**src/rtl/frog_pkg.sv**
```systemverilog
// frog_pkg: shared types and constants for the frog collision detector
package frog_pkg;
  localparam int CNT_W = 11;
  localparam int DEF_NUM_LOGS = 8;
  localparam int DEF_NUM_CARS = 8;
  typedef enum logic [1:0] {IDLE, ACCUM, EVAL, REPORT} state_t;
  function automatic logic [CNT_W-1:0] sat_add(input logic [CNT_W-1:0] a, input logic [CNT_W-1:0] b);
    logic [CNT_W:0] s;
    s = {1'b0, a} + {1'b0, b};
    return s[CNT_W] ? '1 : s[CNT_W-1:0];
  endfunction
endpackage

```
**src/rtl/sat_pixel_counter.sv**
```systemverilog
// sat_pixel_counter: per-frame pixel counter that sticks at all-ones
module sat_pixel_counter
  import frog_pkg::*;
(
  input  logic             clk,
  input  logic             resetN,
  input  logic             clear,
  input  logic             inc,
  output logic [CNT_W-1:0] cnt
);
  logic [CNT_W-1:0] cnt_q, cnt_d;
  // clear wins over increment; increment stops at all-ones
  always_comb cnt_d = clear ? '0 : (inc && cnt_q != '1) ? cnt_q + 1'b1 : cnt_q;
  // count register
  always_ff @(posedge clk) cnt_q <= !resetN ? '0 : cnt_d;
  assign cnt = cnt_q;
endmodule

```
**src/rtl/frog_collision_detect.sv**
```systemverilog
// frog_collision_detect: per-frame frog overlap counting, log scan and event reporting
module frog_collision_detect
  import frog_pkg::*;
#(
  parameter int NUM_LOGS    = DEF_NUM_LOGS,
  parameter int NUM_CARS    = DEF_NUM_CARS,
  parameter int MIN_SUPPORT = 64,
  localparam int IW = NUM_LOGS > 1 ? $clog2(NUM_LOGS) : 1
) (
  input  logic                clk,
  input  logic                resetN,
  input  logic                startOfFrame,
  input  logic                game_active,
  input  logic                frog_draw_req,
  input  logic [NUM_LOGS-1:0] logs_draw_req,
  input  logic [NUM_CARS-1:0] cars_draw_req,
  input  logic                river_draw_req,
  input  logic                goal_draw_req,
  output logic                hit_pulse,
  output logic                drown_pulse,
  output logic                goal_pulse,
  output logic                ride_valid,
  output logic [IW-1:0]       ride_log_idx
);
  state_t state_q, state_d;
  logic [IW-1:0] idx_q, idx_d, max_idx_q, max_idx_d, ride_idx_q, ride_idx_d;
  logic [CNT_W-1:0] max_q, max_d, support_q, support_d, cur;
  logic ride_valid_q, ride_valid_d;
  logic count_en, clear, last, first, take, report, drown_c;
  logic [CNT_W-1:0] car_cnt, river_cnt, goal_cnt;
  logic [CNT_W-1:0] log_cnt [NUM_LOGS];

  assign count_en = state_q == ACCUM && !startOfFrame;
  assign clear    = (state_q == IDLE && startOfFrame) || state_q == REPORT;
  assign last     = state_q == EVAL && idx_q == IW'(NUM_LOGS - 1);
  assign first    = idx_q == '0;
  assign cur      = log_cnt[idx_q];
  assign take     = first || cur > max_q;

  sat_pixel_counter u_car (.clk(clk), .resetN(resetN), .clear(clear),
    .inc(count_en && frog_draw_req && |cars_draw_req), .cnt(car_cnt));
  sat_pixel_counter u_river (.clk(clk), .resetN(resetN), .clear(clear),
    .inc(count_en && frog_draw_req && river_draw_req && !(|logs_draw_req)), .cnt(river_cnt));
  sat_pixel_counter u_goal (.clk(clk), .resetN(resetN), .clear(clear),
    .inc(count_en && frog_draw_req && goal_draw_req), .cnt(goal_cnt));
  for (genvar i = 0; i < NUM_LOGS; i++) begin : g_log
    sat_pixel_counter u_log (.clk(clk), .resetN(resetN), .clear(clear),
      .inc(count_en && frog_draw_req && logs_draw_req[i]), .cnt(log_cnt[i]));
  end

  // frame sequencing and the one-log-per-cycle max/sum scan
  always_comb begin
    state_d      = state_q == IDLE  ? (startOfFrame ? ACCUM : IDLE)
                 : state_q == ACCUM ? (startOfFrame ? EVAL : ACCUM)
                 : state_q == EVAL  ? (last ? REPORT : EVAL)
                 : ACCUM;
    idx_d        = (state_q == EVAL && !last) ? idx_q + 1'b1 : '0;
    max_d        = state_q != EVAL ? max_q : take ? cur : max_q;
    max_idx_d    = state_q != EVAL ? max_idx_q : take ? idx_q : max_idx_q;
    support_d    = state_q != EVAL ? support_q : first ? cur : sat_add(support_q, cur);
    ride_valid_d = last ? max_d >= CNT_W'(MIN_SUPPORT) : ride_valid_q;
    ride_idx_d   = last ? (max_d >= CNT_W'(MIN_SUPPORT) ? max_idx_d : '0) : ride_idx_q;
  end

  // prioritised event decode, live only during the report cycle
  always_comb begin
    report      = state_q == REPORT && game_active;
    drown_c     = river_cnt != '0 && support_q < CNT_W'(MIN_SUPPORT);
    hit_pulse   = report && car_cnt != '0;
    drown_pulse = report && car_cnt == '0 && drown_c;
    goal_pulse  = report && car_cnt == '0 && !drown_c && goal_cnt != '0;
  end

  // state, scan and ride registers
  always_ff @(posedge clk) begin
    if (!resetN) begin
      state_q      <= IDLE;
      idx_q        <= '0;
      max_q        <= '0;
      max_idx_q    <= '0;
      support_q    <= '0;
      ride_valid_q <= 1'b0;
      ride_idx_q   <= '0;
    end else begin
      state_q      <= state_d;
      idx_q        <= idx_d;
      max_q        <= max_d;
      max_idx_q    <= max_idx_d;
      support_q    <= support_d;
      ride_valid_q <= ride_valid_d;
      ride_idx_q   <= ride_idx_d;
    end
  end

  assign ride_valid   = ride_valid_q;
  assign ride_log_idx = ride_idx_q;
endmodule

```
**config.mk**
```make
export PLATFORM = sky130hd
export DESIGN_NAME = frog_collision_detect
export DESIGN_NICKNAME = d
export VERILOG_FILES = /design/src/rtl/frog_pkg.sv /design/src/rtl/sat_pixel_counter.sv /design/src/rtl/frog_collision_detect.sv
export SDC_FILE = /design/constraint.sdc
export NUM_CORES = 1
export LEC_CHECK = 0
export ABC_AREA = 1
export CORE_MARGIN = 2
export CORE_UTILIZATION = 40
export CTS_CLUSTER_DIAMETER = 200
export DETAILED_ROUTE_END_ITERATION = 8
export SLEW_MARGIN = 20
export SYNTH_ARGS = -nofsm -noshare
export SYNTH_HDL_FRONTEND = slang
export SYNTH_SLANG_ARGS = --single-unit
```
**constraint.sdc**
```tcl
create_clock -name clk -period 2.8 [get_ports clk]
set_input_delay 0.42 -clock clk [delete_from_list [all_inputs] [get_ports clk]]
set_output_delay 0.42 -clock clk [all_outputs]
set_load 0.05 [all_outputs]
```
# == After elaboration in Yosys (flattened, before gate mapping) ==
# Index checks and enable logic that the tools add are counted.
# classes
add_sub_neg,13
order_cmp,4
n_eq_ne,16
mux,16
bitwise,2
reduce_logical,51
# op_table
cell,count
$add 11x1->11 const B,11
$ne 11x11->1 const B,11
$mux 11,6
$logic_and 1x1->1,35
$bmux 11 s3,1
$reduce_bool 11->1,3
$reduce_or 8->1,2
$add 11x11->12,1
$ge 11x7->1 const B,1
$gt 11x11->1,1
$logic_not 11->1,1
$lt 11x7->1 const B,1
$mux 3,3
$mux 2,4
$eq 2x2->1 const B,2
$ge 4x4->1 const B,1
$logic_not 1->1,4
$not 3->4,1
$add 3x1->3 const B,1
$eq 3x3->1 const B,1
$logic_not 3->1,1
$eq 2x1->1 const B,1
$logic_not 2->1,1
$logic_or 1x1->1,2
other kinds (5),6
# word_totals
ff_bits,155
input_bits,23
output_inout_bits,7
word_cells,120

# == Depth between registers and ports, before layout ==
# Gate-level depths: netlist (run 1).
# depth
ltp_word,10
depth_mapped,27
depth_no_buf,24

# == Cells and area by module ==
# Synthesis (run 1) repeated with hierarchy kept, for this count alone.
# unflattened
cells_unflattened,1530
area_unflattened_um2,10019.6
# modules_own_cells
module,instances,cells_per_inst,area_each_um2,seq_area_each_um2
sat_pixel_counter,11,92,615.6,220.2
frog_collision_detect,1,518,3248.1,680.7

# == Worst setup path before layout (run 1) ==
# Ideal clock, no wire load.
# synth_path
path_type,reg2reg
from,register idx_q[0]
to,register support_q[8]
setup_time_ns,0.132
arrival_time_ns,2.656
t_required_ns,2.668
setup_slack_ns,0.011
stages_incl_launch_ff,19
path_buffers,3
synth_period_minus_slack_ns,2.789
path_cell_list,dfxtp_1 buf_4 buf_2 buf_2 o21ai_0 nand2_1 o21ai_0 inv_1 fa_1 inv_1 nand2_1 o21ai_0 nand2_1 nand2_1 a31oi_1 xor2_1 nand3_1 nand2_1 a21oi_1
# synth_between
elab_chain_cells,7
word_cells_on_any_way,8
classes_between,add/sub: 1; mux: 5; bitwise: 1; reduce/logical: 1
# synth_lines
element,line_no,rtl
"start, declared",frog_collision_detect.sv:26,"logic [IW-1:0] idx_q, idx_d, max_idx_q, max_idx_d, ride_idx_q, ride_idx_d;"
"start signal, assigned",frog_collision_detect.sv:86,idx_q <= idx_d;
$not 3->4 (implied by the code),frog_collision_detect.sv:37,assign cur = log_cnt[idx_q];
$bmux 11 s3,frog_collision_detect.sv:37,
$mux 11 (implied by the code) (2 in a row),frog_collision_detect.sv:37,
$add 11x11->12,frog_pkg.sv:9,"s = {1'b0, a} + {1'b0, b};"
$mux 11,frog_pkg.sv:10,return s[CNT_W] ? '1 : s[CNT_W-1:0];
$mux 11 *,frog_collision_detect.sv:60,"support_d = state_q != EVAL ? support_q : first ? cur : sat_add(support_q, cur);"
"end signal, assigned",frog_collision_detect.sv:89,support_q <= support_d;
"end, declared",frog_collision_detect.sv:27,"logic [CNT_W-1:0] max_q, max_d, support_q, support_d, cur;"
# Every way passes the cells marked *; elsewhere a longest branch is shown, timed or not. The select of a mux whose other input is x is not followed.
# A chain may end at the register's enable or synchronous reset.

# == Worst setup path in the final report (run 1) ==
# layout_path
from,register idx_q[0]
to,"register ride_idx_q[0], in the netlist ride_log_idx[0]"
# layout_between
elab_chain_cells,10
word_cells_on_any_way,15
classes_between,order compare: 2; eq/ne: 1; mux: 8; bitwise: 1; reduce/logical: 3
# layout_lines
element,line_no,rtl
$not 3->4 (implied by the code),frog_collision_detect.sv:37,
$bmux 11 s3,frog_collision_detect.sv:37,
$mux 11 (implied by the code) (2 in a row),frog_collision_detect.sv:37,
$gt 11x11->1,frog_collision_detect.sv:38,assign take = first || cur > max_q;
$logic_or 1x1->1,frog_collision_detect.sv:38,
$mux 11 (2 in a row),frog_collision_detect.sv:58,max_d = state_q != EVAL ? max_q : take ? cur : max_q;
$ge 11x7->1,frog_collision_detect.sv:62,ride_idx_d = last ? (max_d >= CNT_W'(MIN_SUPPORT) ? max_idx_d : '0) : ride_idx_q;
$mux 3,frog_collision_detect.sv:62,
"end signal, assigned",frog_collision_detect.sv:91,ride_idx_q <= ride_idx_d;
"end, declared",frog_collision_detect.sv:26,
# Several ways; a longest one is shown, not always the timed one. The select of a mux whose other input is x is not followed.

==> results.json, run 1 <==
{
  "critical_path_class": "flop to flop",
  "vias_in_the_first_global_route": 7830,
  "io_buffers": 29,
  "seq_area_frac_synth": 0.3532,
  "post_synth_mux_area_share": 0,
  "routed-via-count": 8759,
  "cts_inserted_buffers": 17,
  "finalSetupViolations": 10,
  "hold_class": "flop to flop",
  "post_route_cells_drive_above_1_share": 0.1905,
  "first_pass_iters": 5,
  "synth-xor-area-share": 0.01396,
  "route.antenna.remaining_nets": 0,
  "wire_per_inst_um": 14.15,
  "syn-cell-area_um2": 8786,
  "power_w": 0.005365,
  "cts.htree.levels": 4,
  "outcome": "complete, but fails checks",
  "comb_power_share": 0.127,
  "initial_core_util": 0.4051,
  "final_nets": 1488,
  "placementRows": 54,
  "design.core.area_um2": 21690,
  "clk_transition_reported_paths_ps": 70,
  "postSynthNetCount": 1364,
  "dominant_combinational_cell_family_by_area_after_synthesis": "simple AND/OR/NAND/NOR gates",
  "ir_drop_mv": 0.3857,
  "timing.critical_path.from_type": "flop",
  "num-fill-cells": 2060,
  "timing_limited_maximum_frequency_ghz": 0.3371,
  "timing.clock.skew_ps": 9.155,
  "postLayoutCoreUtil": 0.5207,
  "p_per_area_nw_per_um2": 475.1,
  "grt_first_pass_wirelength_um": 37970,
  "timing.slew.headroom": 0.4440,
  "drc_viols": 0,
  "routed_wl_um": 24310,
  "share_clk_of_total_power": 0.451,
  "syn2layout_area_growth_pct": 28.52,
  "timing_hold_violations_final": 0,
  "required_ps": 3130,
  "clkLatencyLatePin_ps": 430,
  "numPlacedInstances": 1658,
  "netlist_instances": 1301,
  "synth.ff_latch_count": 155,
  "clock_tree.root_cell": "sky130_fd_sc_hd__clkbuf_16",
  "crit_fanout": 7,
  "grt_setup_unrepaired": "yes",
  "worst-endpoint-arrival_ps": 3290,
  "tightestPinTransition_ps": 833.1,
  "report.final.slew_viol_count": 0,
  "numClockSinks": 155,
  "layout.cells.most_common": "sky130_fd_sc_hd__nand2_1",
  "drtIter0Drc": 563,
  "cp-end-kind": "flop",
  "antenna_cells": 0,
  "final_area_um2": 11290,
  "finalCriticalPeriod_ps": 2967,
  "synthSimpleGateAreaFrac": 0.2670,
  "antenna_found_initial": 0,
  "failing_checks": "negative setup slack",
  "net_switching_fraction_of_the_power": 0.2764,
  "synth_area_per_cell_um2": 6.753,
  "final.period_utilization": 1.060,
  "io_pins": 30,
  "post_layout_nonfiller_instances": 1718,
  "internal_power_w": 0.003882,
  "dpl.hpwl_um": 17370,
  "layout.cells.most_common_list": "sky130_fd_sc_hd__nand2_1 (208), sky130_fd_sc_hd__inv_1 (181), sky130_fd_sc_hd__a21oi_1 (155)",
  "ff_latch_area_um2": 3110,
  "synth_compound_area_frac": 0.2028,
  "worst_hold_slack_ps": 451.6,
  "tritoncts": "done",
  "yosysUniqueCellTypes": 44,
  "clockBufferDepth": 2,
  "largest_net_degree_at_the_start_of_global_routing": 52,
  "multiInputGateArea_um2": 5160,
  "finalWorstSetupSlack_ps": -166.8,
  "post_synth_fa_ha_maj_area_fraction": 0.05782,
  "vias_per_cell": 5.098,
  "net-switching-power_w": 0.001483,
  "post_dp_cell_area_um2": 9986,
  "groute.usage.overall": 0.2003,
  "synth.yosys.warnings": 0,
  "grt.overflow.total": 0,
  "post_cts_hold_buffer_count": 0,
  "leakage_nw": 4.209,
  "pwr-share-seq": 0.421,
  "horizontal_die_dimension_um": 152.2,
  "place.gp.congestion": 0.8544,
  "die-height_um": 152.2,
  "maxCapViolCount": 0,
  "dieArea_um2": 23170
}
[synth_stat cells, drive strengths merged]
cell type  count  area [um^2]
nor2         119        484.2
o22ai          1        6.260
o21a          11        82.58
nand4         17        112.6
a31oi         10        62.56
nand3         76        405.4
o211ai         1        7.510
xor2           9        78.83
o21bai         1        7.510
nor4          10        62.56
fa             1        20.02
buf           17        103.8
dfxtp        155         3103
clkbuf        20        76.32
ha            39        488.0
or4            1        7.510
nor3          45        250.2
a21oi        172        864.6
xnor2          5        43.79
nor3b         11        87.58
o21ai        142        710.7
inv          195        732.0
nand2        231        902.1
a221oi         2        17.52
and3           3        18.77
nand3b         2        15.01
a211oi         3        22.52
clkinv         2        12.51
[power groups by stage]
stage | Clock (W) | Sequential [W] | Combinational [W]
floorplan | 0 | 0.00230 | 0.000364
global placement | 0 | 0.00231 | 0.000556
detailed placement | 0 | 0.00231 | 0.000560
CTS | 0.00248 | 0.00226 | 0.000568
global route | 0.00257 | 0.00226 | 0.000755
finish | 0.00242 | 0.00226 | 0.000683
[cells by family (layout without fill, tap and decap cells)]
| logic type | after synthesis | in the layout |
|---|---|---|
| compound gates | 343 | 343 |
| xor+xnor | 14 | 14 |
| fa+ha+maj | 40 | 40 |
| buf+inv | 234 | 370 |
| flops | 155 | 155 |
| simple gates | 515 | 516 |
[layer usage]
layer,track usage,share of wire,vias up
met3,0.03726,0.040,42
met4,0.07788,0.031,0
li1,-,-,4578
met2,0.3301,0.47,180
met5,0,0,-
met1,0.2607,0.46,3959
[critical path, cell delays in order, from the launching register on]
cell and delay (ps):
sky130_fd_sc_hd__dfxtp_4 450, sky130_fd_sc_hd__inv_6 70, sky130_fd_sc_hd__buf_12 140, sky130_fd_sc_hd__o21ai_4 140
sky130_fd_sc_hd__a21oi_2 50, sky130_fd_sc_hd__a21oi_2 100, sky130_fd_sc_hd__buf_4 120, sky130_fd_sc_hd__o21a_1 150
sky130_fd_sc_hd__inv_2 70, sky130_fd_sc_hd__ha_4 260, sky130_fd_sc_hd__nand2_1 50, sky130_fd_sc_hd__inv_1 60
sky130_fd_sc_hd__nand2_2 60, sky130_fd_sc_hd__nor2_2 120, sky130_fd_sc_hd__nand2_1 80, sky130_fd_sc_hd__nand3_2 70
sky130_fd_sc_hd__nand2_2 70, sky130_fd_sc_hd__nand2_4 100, sky130_fd_sc_hd__buf_6 110, sky130_fd_sc_hd__nand3_2 60
sky130_fd_sc_hd__nand2_2 80, sky130_fd_sc_hd__nand2_2 60, sky130_fd_sc_hd__nor2_2 130, sky130_fd_sc_hd__nand2_2 120
sky130_fd_sc_hd__nand3_2 70, sky130_fd_sc_hd__nand2_1 60
[area by class of cell]
class | instances | share of cell area
multi-input cells | 913 | 0.4570
flip-flops and latches | 155 | 0.2755
repair buffers | 141 | 0.1160
inverters | 197 | 0.06659
clock buffers | 18 | 0.03889
well taps | 280 | 0.03102
clock inverters | 14 | 0.01507
[state kept, by name (all words and copies together) (netlist names)]
| name | cells |
|---|---|
| support_q | 11 |
| max_q | 11 |
| ride_valid | 1 |
| idx_q | 3 |
| u_goal.cnt | 11 |
| g_log.u_log.cnt | 88 |
| u_car.cnt | 11 |
| state_q | 2 |
| max_idx_q | 3 |
| u_river.cnt | 11 |
| ride_log_idx | 3 |
[metrics by stage]
step,worst slack [ps],setup TNS (ps)
4_1_cts,-13.80,-28.38
6_report,-166.8,-780.9
5_1_grt,-358.6,-3539
3_3_place_gp,-104.0,-511.9
3_5_place_dp,-122.9,-741.2
2_1_floorplan,11.45,0
[what timing repair did]
item | CTS | global route
setup endpoints to repair | 14 | 29
pin swaps | 6 | 37
gates cloned | 0 | 4
resized for setup | 11 | 126
setup buffers | 16 | 9
[worst paths after layout]
| path | from | endpoint | slack [ps] | cells past startpoint |
|---|---|---|---|---|
| max | idx_q[0]$_SDFF_PN0_ | ride_log_idx[0]$_SDFFE_PN0P_ | -170 | 25 |
| min | ride_log_idx[1]$_SDFFE_PN0P_ | ride_log_idx[1]$_SDFFE_PN0P_ | 450 | 2 |
| max reg2reg | idx_q[0]$_SDFF_PN0_ | ride_log_idx[0]$_SDFFE_PN0P_ | -170 | 25 |
| min reg2reg | ride_log_idx[1]$_SDFFE_PN0P_ | ride_log_idx[1]$_SDFFE_PN0P_ | 450 | 2 |
No activity file was read; power rests on OpenSTA's default activity.
==> inputs of run 2 (changes only) <==
--- a/config.mk
+++ b/config.mk
@@ -10,7 +10,6 @@
 export CORE_UTILIZATION = 40
 export CTS_CLUSTER_DIAMETER = 200
 export DETAILED_ROUTE_END_ITERATION = 8
-export SLEW_MARGIN = 20
 export SYNTH_ARGS = -nofsm -noshare
 export SYNTH_HDL_FRONTEND = slang
 export SYNTH_SLANG_ARGS = --single-unit
==> results of run 2 <==
The final DEF is identical to that of run 1; final timing and power are the same.
